### config.mk
export PLATFORM = sky130hd
export DESIGN_NAME = frame_check
export DESIGN_NICKNAME = d
export VERILOG_FILES = /design/src/rtl/frame_check.sv
export SDC_FILE = /design/constraint.sdc
export NUM_CORES = 1
export LEC_CHECK = 0
export ABC_AREA = 1
export CAP_MARGIN = 15
export CORE_ASPECT_RATIO = 1.5
export CORE_MARGIN = 2
export CORE_UTILIZATION = 25
export DETAILED_ROUTE_END_ITERATION = 7
export GPL_TIMING_DRIVEN = 0
export SETUP_SLACK_MARGIN = 0.2
export SLEW_MARGIN = 20
export SYNTH_ARGS = -nofsm -noshare
export SYNTH_HDL_FRONTEND = slang
export SYNTH_SLANG_ARGS = --single-unit
export TNS_END_PERCENT = 100
### constraint.sdc
create_clock -name aclk -period 2.28 [get_ports aclk]
set_input_delay 0.228 -clock aclk [delete_from_list [all_inputs] [get_ports aclk]]
set_output_delay 0.228 -clock aclk [all_outputs]
set_load 0.005 [all_outputs]
### src/rtl/frame_check.sv
// -----------------------------------------------------------------------------
// frame_check
//   Checks a repeating 4-word training frame arriving from a 16-bit GTP receive
//   path. It hunts for the K28.5 comma pair in either byte alignment, verifies
//   LOCK_FRAMES consecutive good frames before declaring lock, and then reports
//   every frame as good or bad. Lock is dropped after UNLOCK_ERRS consecutive
//   bad frames.
//
//   Frame (aligned words, byte [7:0] first on the wire):
//     word 0 16'hBCBC k=11, word 1 16'h5854, word 2 16'h4034, word 3 16'h23A7
//
// Ports
//   aclk       receive recovered clock, all logic on rising edge
//   aresetn    asynchronous active-low reset
//   rx_data    16-bit receive word, byte [7:0] received first
//   rx_is_k    per-byte K flag for rx_data
//   ready      receiver reset done; words ignored while low
//   clr        synchronous clear of frame_cnt / err_cnt (wins over increment)
//   locked     high in the LOCKED state
//   odd_align  selected byte alignment is odd
//   frame_ok   one-cycle pulse per good frame (LOCKED only)
//   frame_err  one-cycle pulse per bad frame (LOCKED only)
//   frame_cnt  saturating count of good frames
//   err_cnt    saturating count of bad frames
// -----------------------------------------------------------------------------
module frame_check #(
  parameter int LOCK_FRAMES = 4,
  parameter int UNLOCK_ERRS = 4,
  parameter int CNT_W       = 32
) (
  input  logic             aclk,
  input  logic             aresetn,
  input  logic [15:0]      rx_data,
  input  logic [1:0]       rx_is_k,
  input  logic             ready,
  input  logic             clr,
  output logic             locked,
  output logic             odd_align,
  output logic             frame_ok,
  output logic             frame_err,
  output logic [CNT_W-1:0] frame_cnt,
  output logic [CNT_W-1:0] err_cnt
);

  localparam int RUN_MAX = (LOCK_FRAMES > UNLOCK_ERRS) ? LOCK_FRAMES : UNLOCK_ERRS;
  localparam int RUN_W   = (RUN_MAX > 1) ? $clog2(RUN_MAX + 1) : 1;
  localparam logic [RUN_W-1:0] LOCK_LAST   = RUN_W'(LOCK_FRAMES - 1);
  localparam logic [RUN_W-1:0] UNLOCK_LAST = RUN_W'(UNLOCK_ERRS - 1);

  typedef enum logic [1:0] {
    HUNT   = 2'd0,
    VERIFY = 2'd1,
    LOCKED = 2'd2
  } state_t;

  // ---------------------------------------------------------------------------
  // Stage 1: build both byte alignments and register them.
  // Only the upper byte of the previous word is ever needed (odd alignment).
  // ---------------------------------------------------------------------------
  logic [7:0]  r_prev_hi;
  logic        r_prev_k_hi;
  logic        r_prev_valid;
  logic [15:0] r_even_data;
  logic [1:0]  r_even_k;
  logic [15:0] r_odd_data;
  logic [1:0]  r_odd_k;
  logic        r_al_valid;
  logic        r_odd_valid;

  always_ff @(posedge aclk or negedge aresetn) begin
    if (!aresetn) begin
      r_prev_hi    <= '0;
      r_prev_k_hi  <= 1'b0;
      r_prev_valid <= 1'b0;
      r_even_data  <= '0;
      r_even_k     <= '0;
      r_odd_data   <= '0;
      r_odd_k      <= '0;
      r_al_valid   <= 1'b0;
      r_odd_valid  <= 1'b0;
    end else if (!ready) begin
      // Receiver not ready: the previous word no longer forms a valid pair.
      r_prev_valid <= 1'b0;
      r_al_valid   <= 1'b0;
      r_odd_valid  <= 1'b0;
    end else begin
      r_prev_hi    <= rx_data[15:8];
      r_prev_k_hi  <= rx_is_k[1];
      r_prev_valid <= 1'b1;
      r_even_data  <= rx_data;
      r_even_k     <= rx_is_k;
      r_odd_data   <= {rx_data[7:0], r_prev_hi};
      r_odd_k      <= {rx_is_k[0], r_prev_k_hi};
      r_al_valid   <= 1'b1;
      r_odd_valid  <= r_prev_valid;
    end
  end

  // ---------------------------------------------------------------------------
  // Stage 2: frame FSM
  // ---------------------------------------------------------------------------
  state_t           r_state;
  logic [1:0]       r_idx;
  logic             r_odd_align;
  logic             r_bad_acc;
  logic             r_hunt_frame;
  logic [RUN_W-1:0] r_good_run;
  logic [RUN_W-1:0] r_err_run;
  logic             r_frame_ok;
  logic             r_frame_err;
  logic [CNT_W-1:0] r_frame_cnt;
  logic [CNT_W-1:0] r_err_cnt;

  state_t           w_state_next;
  logic [1:0]       w_idx_next;
  logic             w_odd_align_next;
  logic             w_bad_acc_next;
  logic             w_hunt_frame_next;
  logic [RUN_W-1:0] w_good_run_next;
  logic [RUN_W-1:0] w_err_run_next;
  logic             w_frame_ok_next;
  logic             w_frame_err_next;

  logic [15:0] w_exp_data;
  logic [1:0]  w_exp_k;
  logic [15:0] w_sel_data;
  logic [1:0]  w_sel_k;
  logic        w_even_comma;
  logic        w_odd_comma;
  logic        w_mismatch;
  logic        w_frame_bad;

  always_comb begin
    w_exp_data = 16'h23A7;
    w_exp_k    = 2'b00;
    case (r_idx)
      2'd0: begin w_exp_data = 16'hBCBC; w_exp_k = 2'b11; end
      2'd1: begin w_exp_data = 16'h5854; w_exp_k = 2'b00; end
      2'd2: begin w_exp_data = 16'h4034; w_exp_k = 2'b00; end
      default: begin w_exp_data = 16'h23A7; w_exp_k = 2'b00; end
    endcase
  end

  assign w_even_comma = r_al_valid  && (r_even_data == 16'hBCBC) && (r_even_k == 2'b11);
  assign w_odd_comma  = r_odd_valid && (r_odd_data  == 16'hBCBC) && (r_odd_k  == 2'b11);
  assign w_sel_data   = r_odd_align ? r_odd_data : r_even_data;
  assign w_sel_k      = r_odd_align ? r_odd_k    : r_even_k;
  // Any comma outside index 0 simply fails this compare; the index is never
  // resynchronised while verifying or locked.
  assign w_mismatch   = (w_sel_data != w_exp_data) || (w_sel_k != w_exp_k);
  assign w_frame_bad  = r_bad_acc | w_mismatch;

  always_comb begin
    w_state_next      = r_state;
    w_idx_next        = r_idx;
    w_odd_align_next  = r_odd_align;
    w_bad_acc_next    = r_bad_acc;
    w_hunt_frame_next = r_hunt_frame;
    w_good_run_next   = r_good_run;
    w_err_run_next    = r_err_run;
    w_frame_ok_next   = 1'b0;
    w_frame_err_next  = 1'b0;

    if (!ready) begin
      w_state_next      = HUNT;
      w_idx_next        = 2'd0;
      w_odd_align_next  = 1'b0;
      w_bad_acc_next    = 1'b0;
      w_hunt_frame_next = 1'b0;
      w_good_run_next   = '0;
      w_err_run_next    = '0;
    end else if (r_al_valid) begin
      case (r_state)
        HUNT: begin
          if (w_even_comma || w_odd_comma) begin
            w_odd_align_next  = !w_even_comma;  // even wins a tie
            w_idx_next        = 2'd1;
            w_state_next      = VERIFY;
            w_good_run_next   = '0;
            w_bad_acc_next    = 1'b0;
            w_hunt_frame_next = 1'b1;
          end
        end

        VERIFY: begin
          w_idx_next     = r_idx + 2'd1;
          w_bad_acc_next = w_frame_bad;
          if (r_idx == 2'd3) begin
            w_bad_acc_next = 1'b0;
            if (w_frame_bad) begin
              w_state_next = HUNT;
              w_idx_next   = 2'd0;
            end else if (r_hunt_frame) begin
              // The frame whose comma was found while hunting does not
              // count towards the lock run.
              w_hunt_frame_next = 1'b0;
            end else if (r_good_run == LOCK_LAST) begin
              w_state_next   = LOCKED;
              w_err_run_next = '0;
            end else begin
              w_good_run_next = r_good_run + 1'b1;
            end
          end
        end

        LOCKED: begin
          w_idx_next     = r_idx + 2'd1;
          w_bad_acc_next = w_frame_bad;
          if (r_idx == 2'd3) begin
            w_bad_acc_next = 1'b0;
            if (w_frame_bad) begin
              w_frame_err_next = 1'b1;
              if (r_err_run == UNLOCK_LAST) begin
                w_state_next = HUNT;
                w_idx_next   = 2'd0;
              end else begin
                w_err_run_next = r_err_run + 1'b1;
              end
            end else begin
              w_frame_ok_next = 1'b1;
              w_err_run_next  = '0;
            end
          end
        end

        default: begin
          w_state_next = HUNT;
          w_idx_next   = 2'd0;
        end
      endcase
    end
  end

  always_ff @(posedge aclk or negedge aresetn) begin
    if (!aresetn) begin
      r_state      <= HUNT;
      r_idx        <= 2'd0;
      r_odd_align  <= 1'b0;
      r_bad_acc    <= 1'b0;
      r_hunt_frame <= 1'b0;
      r_good_run   <= '0;
      r_err_run    <= '0;
      r_frame_ok   <= 1'b0;
      r_frame_err  <= 1'b0;
    end else begin
      r_state      <= w_state_next;
      r_idx        <= w_idx_next;
      r_odd_align  <= w_odd_align_next;
      r_bad_acc    <= w_bad_acc_next;
      r_hunt_frame <= w_hunt_frame_next;
      r_good_run   <= w_good_run_next;
      r_err_run    <= w_err_run_next;
      r_frame_ok   <= w_frame_ok_next;
      r_frame_err  <= w_frame_err_next;
    end
  end

  // Counters follow the registered pulses, so a clr in the pulse cycle meets
  // the increment on the same edge and wins. ready low stops new pulses,
  // which holds the counters.
  always_ff @(posedge aclk or negedge aresetn) begin
    if (!aresetn) begin
      r_frame_cnt <= '0;
      r_err_cnt   <= '0;
    end else if (clr) begin
      r_frame_cnt <= '0;
      r_err_cnt   <= '0;
    end else begin
      if (r_frame_ok && (r_frame_cnt != {CNT_W{1'b1}}))
        r_frame_cnt <= r_frame_cnt + 1'b1;
      if (r_frame_err && (r_err_cnt != {CNT_W{1'b1}}))
        r_err_cnt <= r_err_cnt + 1'b1;
    end
  end

  assign locked    = (r_state == LOCKED);
  assign odd_align = r_odd_align;
  assign frame_ok  = r_frame_ok;
  assign frame_err = r_frame_err;
  assign frame_cnt = r_frame_cnt;
  assign err_cnt   = r_err_cnt;

endmodule

## Word-level counts from Yosys, hierarchy flattened

Cells that the tools add are included.

| word-level totals | value |
|---|---|
| input port bits | 22 |
| output and inout port bits | 68 |
| bits in registers | 126 |

| operators by class | value |
|---|---|
| muxes and demuxes | 72 |
| bitwise gates (word level) | 1 |
| equal/unequal tests | 33 |
| add/sub/neg operators | 5 |
| reduce and logical (&&, ||, !) cells | 21 |

Operators with widths:

| operator | number |
|---|---|
| two-way mux 32 bit | 4 |
| adder 32 x 1 -> 32 bit, second input constant | 2 |
| inequality test 32 bit, second input constant | 2 |
| two-way mux 3 bit | 16 |
| one-hot mux 16 bit (3 select lines) | 1 |
| two-way mux 2 bit | 19 |
| equality test 16 bit, second input constant | 2 |
| two-way mux 1 bit | 25 |
| inequality test 3 bit, second input constant | 6 |
| two-way mux 16 bit | 1 |
| inequality test 16 bit | 1 |
| AND reduction 8 bit | 2 |
| inequality test 3 x 2 -> 1 bit, second input constant | 4 |
| inequality test 4 bit, second input constant | 3 |
| one-hot mux 2 bit (3 select lines) | 2 |
| one-hot mux 3 bit (2 select lines) | 2 |
| equality test 2 bit, second input constant | 5 |
| AND reduction 7 bit | 1 |
| adder 3 x 1 -> 3 bit, second input constant | 2 |
| equality test 3 x 2 -> 1 bit, second input constant | 2 |
| logical AND 1 bit | 6 |
| inequality test 2 x 1 -> 1 bit, second input constant | 3 |
| inequality test 3 x 1 -> 1 bit, second input constant | 2 |
| AND reduction 3 bit | 2 |
| other kinds (12) | 17 |

## Logic depth before layout (Yosys ltp)

| logic depth | value |
|---|---|
| depth in word-level cells | 10 |
| gate-level depth with buffers | 16 |
| gate-level depth less buffers | 15 |

## Worst setup path after synthesis

Ideal clock, no wire load.

| timing path | value |
|---|---|
| path type | register to register |
| from | reg r_idx[0] |
| to | reg r_err_run[0] |
| path buffers | 1 |
| arrival | 1.768 ns |
| stages on the path, launching flop included | 15 |
| period minus slack after synthesis | 1.884 ns |
| setup slack | 0.396 ns |
| path through | dfrtp_1 -> ha_1 -> buf_2 -> inv_1 -> o21ai_0 -> inv_1 -> nand3_1 -> nand2_1 -> nand2_1 -> nor2_4 -> nand2_4 -> nand3_1 -> nand3_1 -> nand2_1 -> nand2_1 |

| between the ends | value |
|---|---|
| longest elaborated chain between the ends | 10 |
| elaborated cells between the ends (all ways) | 20 |
| classes of those cells | eq/ne: 9; mux: 7; bitwise: 1; reduce/logical: 3 |

RTL lines:

| what | line | text |
|---|---|---|
| start: declaration | 103 | `logic [1:0] r_idx;` |
| start signal: assignment | 247 | `r_idx <= w_idx_next;` |
| equality test 2 bit (tied with other cells) | 136 | `case (r_idx)` |
| one-hot mux 16 bit (3 select lines) or two-way mux 2 bit (tied branches) | 136 |  |
| inequality test 16 bit or inequality test 2 bit (tied branches) | 150 | `assign w_mismatch = (w_sel_data != w_exp_data) \|\| (w_sel_k != w_exp_k);` |
| logical OR 1 bit | 150 |  |
| OR 1 bit | 151 | `assign w_frame_bad = r_bad_acc \| w_mismatch;` |
| two-way mux 3 bit | 211 | `if (w_frame_bad) begin` |
| two-way mux 3 bit | 209 | `if (r_idx == 2'd3) begin` |
| one-hot mux 3 bit (2 select lines) | 173 | `case (r_state)` |
| two-way mux 3 bit | 172 | `end else if (r_al_valid) begin` |
| two-way mux 3 bit | 164 | `if (!ready) begin` |
| end signal: assignment | 252 | `r_err_run <= w_err_run_next;` |
| end: declaration | 108 | `logic [RUN_W-1:0] r_err_run;` |

Several ways; a longest one is shown, not always the timed one. The select of a mux whose other input is x is not followed.
A chain may end at the register's enable or synchronous reset.

## Worst setup path after layout

| timing path | value |
|---|---|
| from | reg r_odd_align, in the netlist odd_align |
| to | reg r_good_run[0] |

| between the ends | value |
|---|---|
| longest elaborated chain between the ends | 6 |
| elaborated cells between the ends (all ways) | 8 |
| classes of those cells | eq/ne: 3; mux: 2; bitwise: 1; reduce/logical: 2 |

RTL lines:

| what | line | text |
|---|---|---|
| start: declaration | 104 | `logic r_odd_align;` |
| start signal: assignment | 248 | `r_odd_align <= w_odd_align_next;` |
| two-way mux 16 bit or two-way mux 2 bit (tied branches) | 146, 147 |  |
| inequality test 16 bit or inequality test 2 bit (tied branches) | 150 |  |
| logical OR 1 bit (*) | 150 |  |
| OR 1 bit (*) | 151 |  |
| inequality test 3 bit (no source line) (*) | n/a |  |
| AND reduction 7 bit (no source line) (*) | n/a |  |
| end signal: assignment | 251 | `r_good_run <= w_good_run_next;` |
| end: declaration | 107 | `logic [RUN_W-1:0] r_good_run;` |

Every way passes the cells marked *; elsewhere a longest branch is shown, timed or not.

==> report_table.html <==
<table>
<tr><th>Metric</th><th>Value</th></tr>
<tr><th colspan="2">Outcome</th></tr>
<tr><td>Outcome</td><td>completed</td></tr>
<tr><th colspan="2">Global routing</th></tr>
<tr><td>Tot GR Track Use</td><td>between 10% and 20%</td></tr>
<tr><td>Via count of the first global-routing pass</td><td>slightly above 7000</td></tr>
<tr><td>Initial antenna violation count</td><td>0</td></tr>
<tr><td>Global route total overflow</td><td>0</td></tr>
<tr><td>Maximum number of pins on one net before global-route repair</td><td>76</td></tr>
<tr><td>Global-route wire length before repair</td><td>roughly 38 mm</td></tr>
<tr><th colspan="2">Layout</th></tr>
<tr><td>Leading cell type in the layout, fill and taps excluded</td><td>sky130_fd_sc_hd__nand2_1</td></tr>
<tr><td>Antenna cells</td><td>0</td></tr>
<tr><td>Area growth syn-to-layout</td><td>32.13%</td></tr>
<tr><td>Filler instances</td><td>2895</td></tr>
<tr><td>Highest-count cells in the layout ignoring fill and taps</td><td>304 x sky130_fd_sc_hd__nand2_1, 115 x sky130_fd_sc_hd__inv_1, 95 x sky130_fd_sc_hd__dfrtp_1</td></tr>
<tr><td>Number of non-filler instances in the completed layout</td><td>1499</td></tr>
<tr><td>Final-stage net count</td><td>1188</td></tr>
<tr><td>Proportion of layout cells with a drive suffix above 1</td><td>13.83%</td></tr>
<tr><td>Final Core Density</td><td>33.76%</td></tr>
<tr><th colspan="2">Synth</th></tr>
<tr><td>Post-synth EDFFs</td><td>0</td></tr>
<tr><td>Area of the mapped netlist</td><td>0.006979 mm2</td></tr>
<tr><td>Synth Flop Type</td><td>sky130_fd_sc_hd__dfrtp_1</td></tr>
<tr><td>Cell count after synthesis</td><td>1019</td></tr>
<tr><td>Yosys warns</td><td>0</td></tr>
<tr><td>Number of distinct standard cells referenced by the synthesized netlist</td><td>40</td></tr>
<tr><td>Post-synthesis sequential element count</td><td>108</td></tr>
<tr><td>Syn_nets</td><td>1055</td></tr>
<tr><td>Mean area per synthesized cell</td><td>between 6 and 7 um2</td></tr>
<tr><td>Async set-or-reset flop fraction in the synthesized netlist</td><td>100.0%</td></tr>
<tr><td>Sequential fraction of the synthesis area</td><td>38.72%</td></tr>
<tr><th colspan="2">Timing</th></tr>
<tr><td>Tmin final</td><td>2.065 ns</td></tr>
<tr><td>Final period utilization</td><td>90.57%</td></tr>
<tr><td>Number of max-slew violations in the final report</td><td>0</td></tr>
<tr><td>Pin slew with the least headroom to its limit</td><td>0.7677 ns</td></tr>
<tr><td>Skew final</td><td>0.009472 ns</td></tr>
<tr><td>Highest Clock Rate</td><td>484.2 MHz</td></tr>
<tr><td>Final setup violation count</td><td>0</td></tr>
<tr><td>Relative max-transition margin</td><td>between 40 and 50%</td></tr>
<tr><td>Unrepaired setup endpoints after global routing</td><td>yes</td></tr>
<tr><td>Total count of hold-check failures in the final report</td><td>0</td></tr>
<tr><th colspan="2">Floorplanning</th></tr>
<tr><td>I/O pin cnt</td><td>90</td></tr>
<tr><td>Number of placement rows</td><td>74</td></tr>
<tr><td>Overall die height</td><td>between 200 and 250 um</td></tr>
<tr><td>Initial core utilization</td><td>25.55%</td></tr>
<tr><td>Floorplan die width</td><td>140.4 um</td></tr>
<tr><td>Die footprint</td><td>0.02930 mm2</td></tr>
<tr><td>Core ar.</td><td>0.02731 mm2</td></tr>
<tr><th colspan="2">Route</th></tr>
<tr><td>Post-detailed-routing wire length</td><td>between 20 and 25 mm</td></tr>
<tr><td>Average wire per standard cell</td><td>15.89 um</td></tr>
<tr><td>Count of unresolved DRC violations after routing</td><td>0</td></tr>
<tr><td>Vias</td><td>about 7200</td></tr>
<tr><td>Iter 0 DRT Violations</td><td>between 400 and 500</td></tr>
<tr><td>Vias per cell</td><td>4.823</td></tr>
<tr><td>Number of optimization iterations in the first detailed-route pass</td><td>7</td></tr>
<tr><td>Number of nets still failing antenna checks after routing</td><td>0</td></tr>
<tr><th colspan="2">Power and ir drop</th></tr>
<tr><td>Clock network fraction of total power</td><td>31.9%</td></tr>
<tr><td>Logic pwr share</td><td>27.6%</td></tr>
<tr><td>Switching part of the total</td><td>approximately 33%</td></tr>
<tr><td>Power density over the cells</td><td>between 500 and 600 mW/mm2</td></tr>
<tr><td>Share of power burned in registers</td><td>between 40% and 50%</td></tr>
<tr><td>Switching power</td><td>1709 uW</td></tr>
<tr><td>Leakage power of the design</td><td>around 0.004 uW</td></tr>
<tr><td>Internal power of the cells</td><td>3484 uW</td></tr>
<tr><td>Largest voltage drop on the vdd net</td><td>0.3765 mV</td></tr>
<tr><th colspan="2">Critical path</th></tr>
<tr><td>Critical path launch point</td><td>odd_align</td></tr>
<tr><td>Startpoint types</td><td>register</td></tr>
<tr><td>Reg-to-reg critical path endpoint</td><td>r_good_run[0]</td></tr>
<tr><td>Startpoint of the worst-slack reg-to-reg timing path</td><td>odd_align</td></tr>
<tr><td>Critical path required time</td><td>2.53 ns</td></tr>
<tr><td>Worst setup slack for register-to-register paths</td><td>0.21 ns</td></tr>
<tr><td>Capturing element type of the critical path</td><td>register</td></tr>
<tr><td>Largest fanout on the critical path</td><td>7</td></tr>
<tr><td>Length in cells of the worst reg-to-reg path</td><td>16</td></tr>
<tr><td>Crit Path Category</td><td>register to register</td></tr>
<tr><td>Arrival time at the worst endpoint</td><td>2.32 ns</td></tr>
<tr><th colspan="2">Placement</th></tr>
<tr><td>Detailed placer's ending HPWL</td><td>18.36 mm</td></tr>
<tr><td>Buffers on Ports</td><td>89</td></tr>
<tr><td>Placed cells</td><td>1451</td></tr>
<tr><td>Routability congestion estimate from global placement</td><td>just under 1</td></tr>
<tr><th colspan="2">Clock tree</th></tr>
<tr><td>Clock edge transition at the registers on the reported setup and hold paths</td><td>0.07 ns</td></tr>
<tr><td>Worst skew pair latency</td><td>0.37 ns</td></tr>
<tr><td>Inserted Clock Buffers</td><td>9</td></tr>
<tr><td>Number of H-tree branching levels</td><td>3</td></tr>
<tr><td>TritonCTS clock tree</td><td>built</td></tr>
<tr><td>Sink count of the clock tree</td><td>108</td></tr>
<tr><td>Buffers from clock root to sink, at most</td><td>2</td></tr>
<tr><td>Clock tree root buffer cell</td><td>sky130_fd_sc_hd__clkbuf_16</td></tr>
<tr><th colspan="2">Job</th></tr>
<tr><td>Max-cap viol count</td><td>0</td></tr>
<tr><th colspan="2">Worst hold path</th></tr>
<tr><td>Path type of the worst min-delay path</td><td>primary input to asynchronous set/reset pin</td></tr>
</table>
==> power by group through the flow <==
stage               logic [uW]  registers [uW]  clock network, uW
CTS                       1170            2090               1710
global route              1600            2120               1770
floorplan                  781            2110                  0
global placement          1100            2130                  0
detailed placement        1100            2130                  0
finish                    1430            2100               1660
==> worst max-delay path by stage <==
| stage | to | depth (start not counted) |
|---|---|---|
| 6_report | r_good_run[0] | 16 |
| 5_1_grt | r_good_run[1] | 15 |
| 4_1_cts | frame_cnt[21] | 9 |
| 3_5_place_dp | r_err_run[1] | 6 |
| 3_3_place_gp | r_good_run[0] | 1 |
| 2_1_floorplan | r_err_run[0] | 14 |
==> cell type report <==
class	instances	area, um2	area share (%)
inverters	123	484.2	5.251
multi-input cells	763	3923	42.54
repair buffers	122	1199	13.00
well taps	342	427.9	4.640
clock buffers	11	242.7	2.632
flip-flops and latches	108	2719	29.48
plain buffers	25	166.4	1.805
clock inverters	5	60.06	0.6513
==> what timing repair did <==
| action | in CTS | in global routing |
|---|---|---|
| resized for setup | 27 | 75 |
| hold buffers | 1 | 0 |
| setup endpoints to repair | 65 | 69 |
| pin swaps | 1 | 29 |
| cloned | 0 | 3 |
| hold endpoints to repair | 33 | 0 |
| setup buffers | 7 | 21 |
==> stage by stage <==
stage / total power [uW] / instance area [um2] / setup TNS (ns) / worst slack (ns) / hold WS, ns
finish: 5193 / 9221 / 0 / 0.2149 / 0.3264
global placement: 3230 / 8298 / -371.60 / -3.442 / 0.4622
detailed placement: 3239 / 8327 / -1.148 / -0.1120 / 0.1449
CTS: 4971 / 8778 / 0 / 0.2023 / 0.3253
floorplan: 2889 / 6979 / 0 / 0.3959 / -0.06759
global route: 5486 / 9221 / 0 / 0.04441 / 0.3622
==> cell usage after synthesis, types with 3 or more instances <==
cell                       number  area [um2]
sky130_fd_sc_hd__a21oi_1       12       60.06
sky130_fd_sc_hd__buf_1          3       11.26
sky130_fd_sc_hd__buf_2          4       20.02
sky130_fd_sc_hd__buf_6          4       45.04
sky130_fd_sc_hd__clkbuf_1      11       41.29
sky130_fd_sc_hd__dfrtp_1      108        2703
sky130_fd_sc_hd__ha_1          14       175.2
sky130_fd_sc_hd__inv_1        120       450.4
sky130_fd_sc_hd__nand2_1      331        1242
sky130_fd_sc_hd__nand2_2        5       31.28
sky130_fd_sc_hd__nand2_4        5       56.30
sky130_fd_sc_hd__nand3_1       76       380.4
sky130_fd_sc_hd__nand4_1       48       300.3
sky130_fd_sc_hd__nor2_1        92       345.3
sky130_fd_sc_hd__nor2_2         4       25.02
sky130_fd_sc_hd__nor2_4         4       45.04
sky130_fd_sc_hd__nor3_1        36       180.2
sky130_fd_sc_hd__nor3b_1        3       22.52
sky130_fd_sc_hd__nor4_1         8       50.05
sky130_fd_sc_hd__o21ai_0       76       380.4
sky130_fd_sc_hd__o21ai_1       10       50.05
sky130_fd_sc_hd__o31ai_1        6       45.04
sky130_fd_sc_hd__or2_2          4       25.02
sky130_fd_sc_hd__xnor2_1        4       35.03
sky130_fd_sc_hd__xor2_1        12       105.1
==> registers in the layout, indices dropped and copies added (netlist names), 3 cells and up <==
register and count:
err_cnt 32, frame_cnt 32, r_err_run 3, r_even_data 8, r_good_run 3, r_odd_data 8
r_prev_hi 8
==> cells by family after synthesis <==
logic type,count (synthesis),share of synthesized area (%)
compound gates,111,8.605
xor+xnor,16,2.008
fa+ha+maj,14,2.510
buf+inv,148,8.587
flops,108,38.72
simple gates,622,39.57
==> metal layers <==
metal / global-route usage, % / routed length (um) / part of all wire, % / up-vias
li1: - / - / - / 3582
met1: 17.85 / 9173 / 39 / 3384
met2: 30.02 / 12530 / 53 / 205
met3: 3.071 / 1071 / 4.5 / 59
met4: 7.837 / 1039 / 4.4 / 0
met5: 0 / 0 / 0 / -
==> critical path: stages (launching register included) <==
cell and delay, ns:
sky130_fd_sc_hd__dfrtp_1 0.38, sky130_fd_sc_hd__buf_6 0.17, sky130_fd_sc_hd__clkinv_8 0.08, sky130_fd_sc_hd__buf_8 0.14
sky130_fd_sc_hd__buf_6 0.12, sky130_fd_sc_hd__nand2_4 0.05, sky130_fd_sc_hd__nand2_2 0.06, sky130_fd_sc_hd__nand2_2 0.06
sky130_fd_sc_hd__nand2_2 0.07, sky130_fd_sc_hd__nor2_2 0.09, sky130_fd_sc_hd__nand2_2 0.07, sky130_fd_sc_hd__nor2_4 0.15
sky130_fd_sc_hd__nand2_4 0.11, sky130_fd_sc_hd__nand2_4 0.10, sky130_fd_sc_hd__nand4_1 0.14, sky130_fd_sc_hd__nand2_1 0.11
sky130_fd_sc_hd__nand2_1 0.05
(Power assumes the default switching activity.)
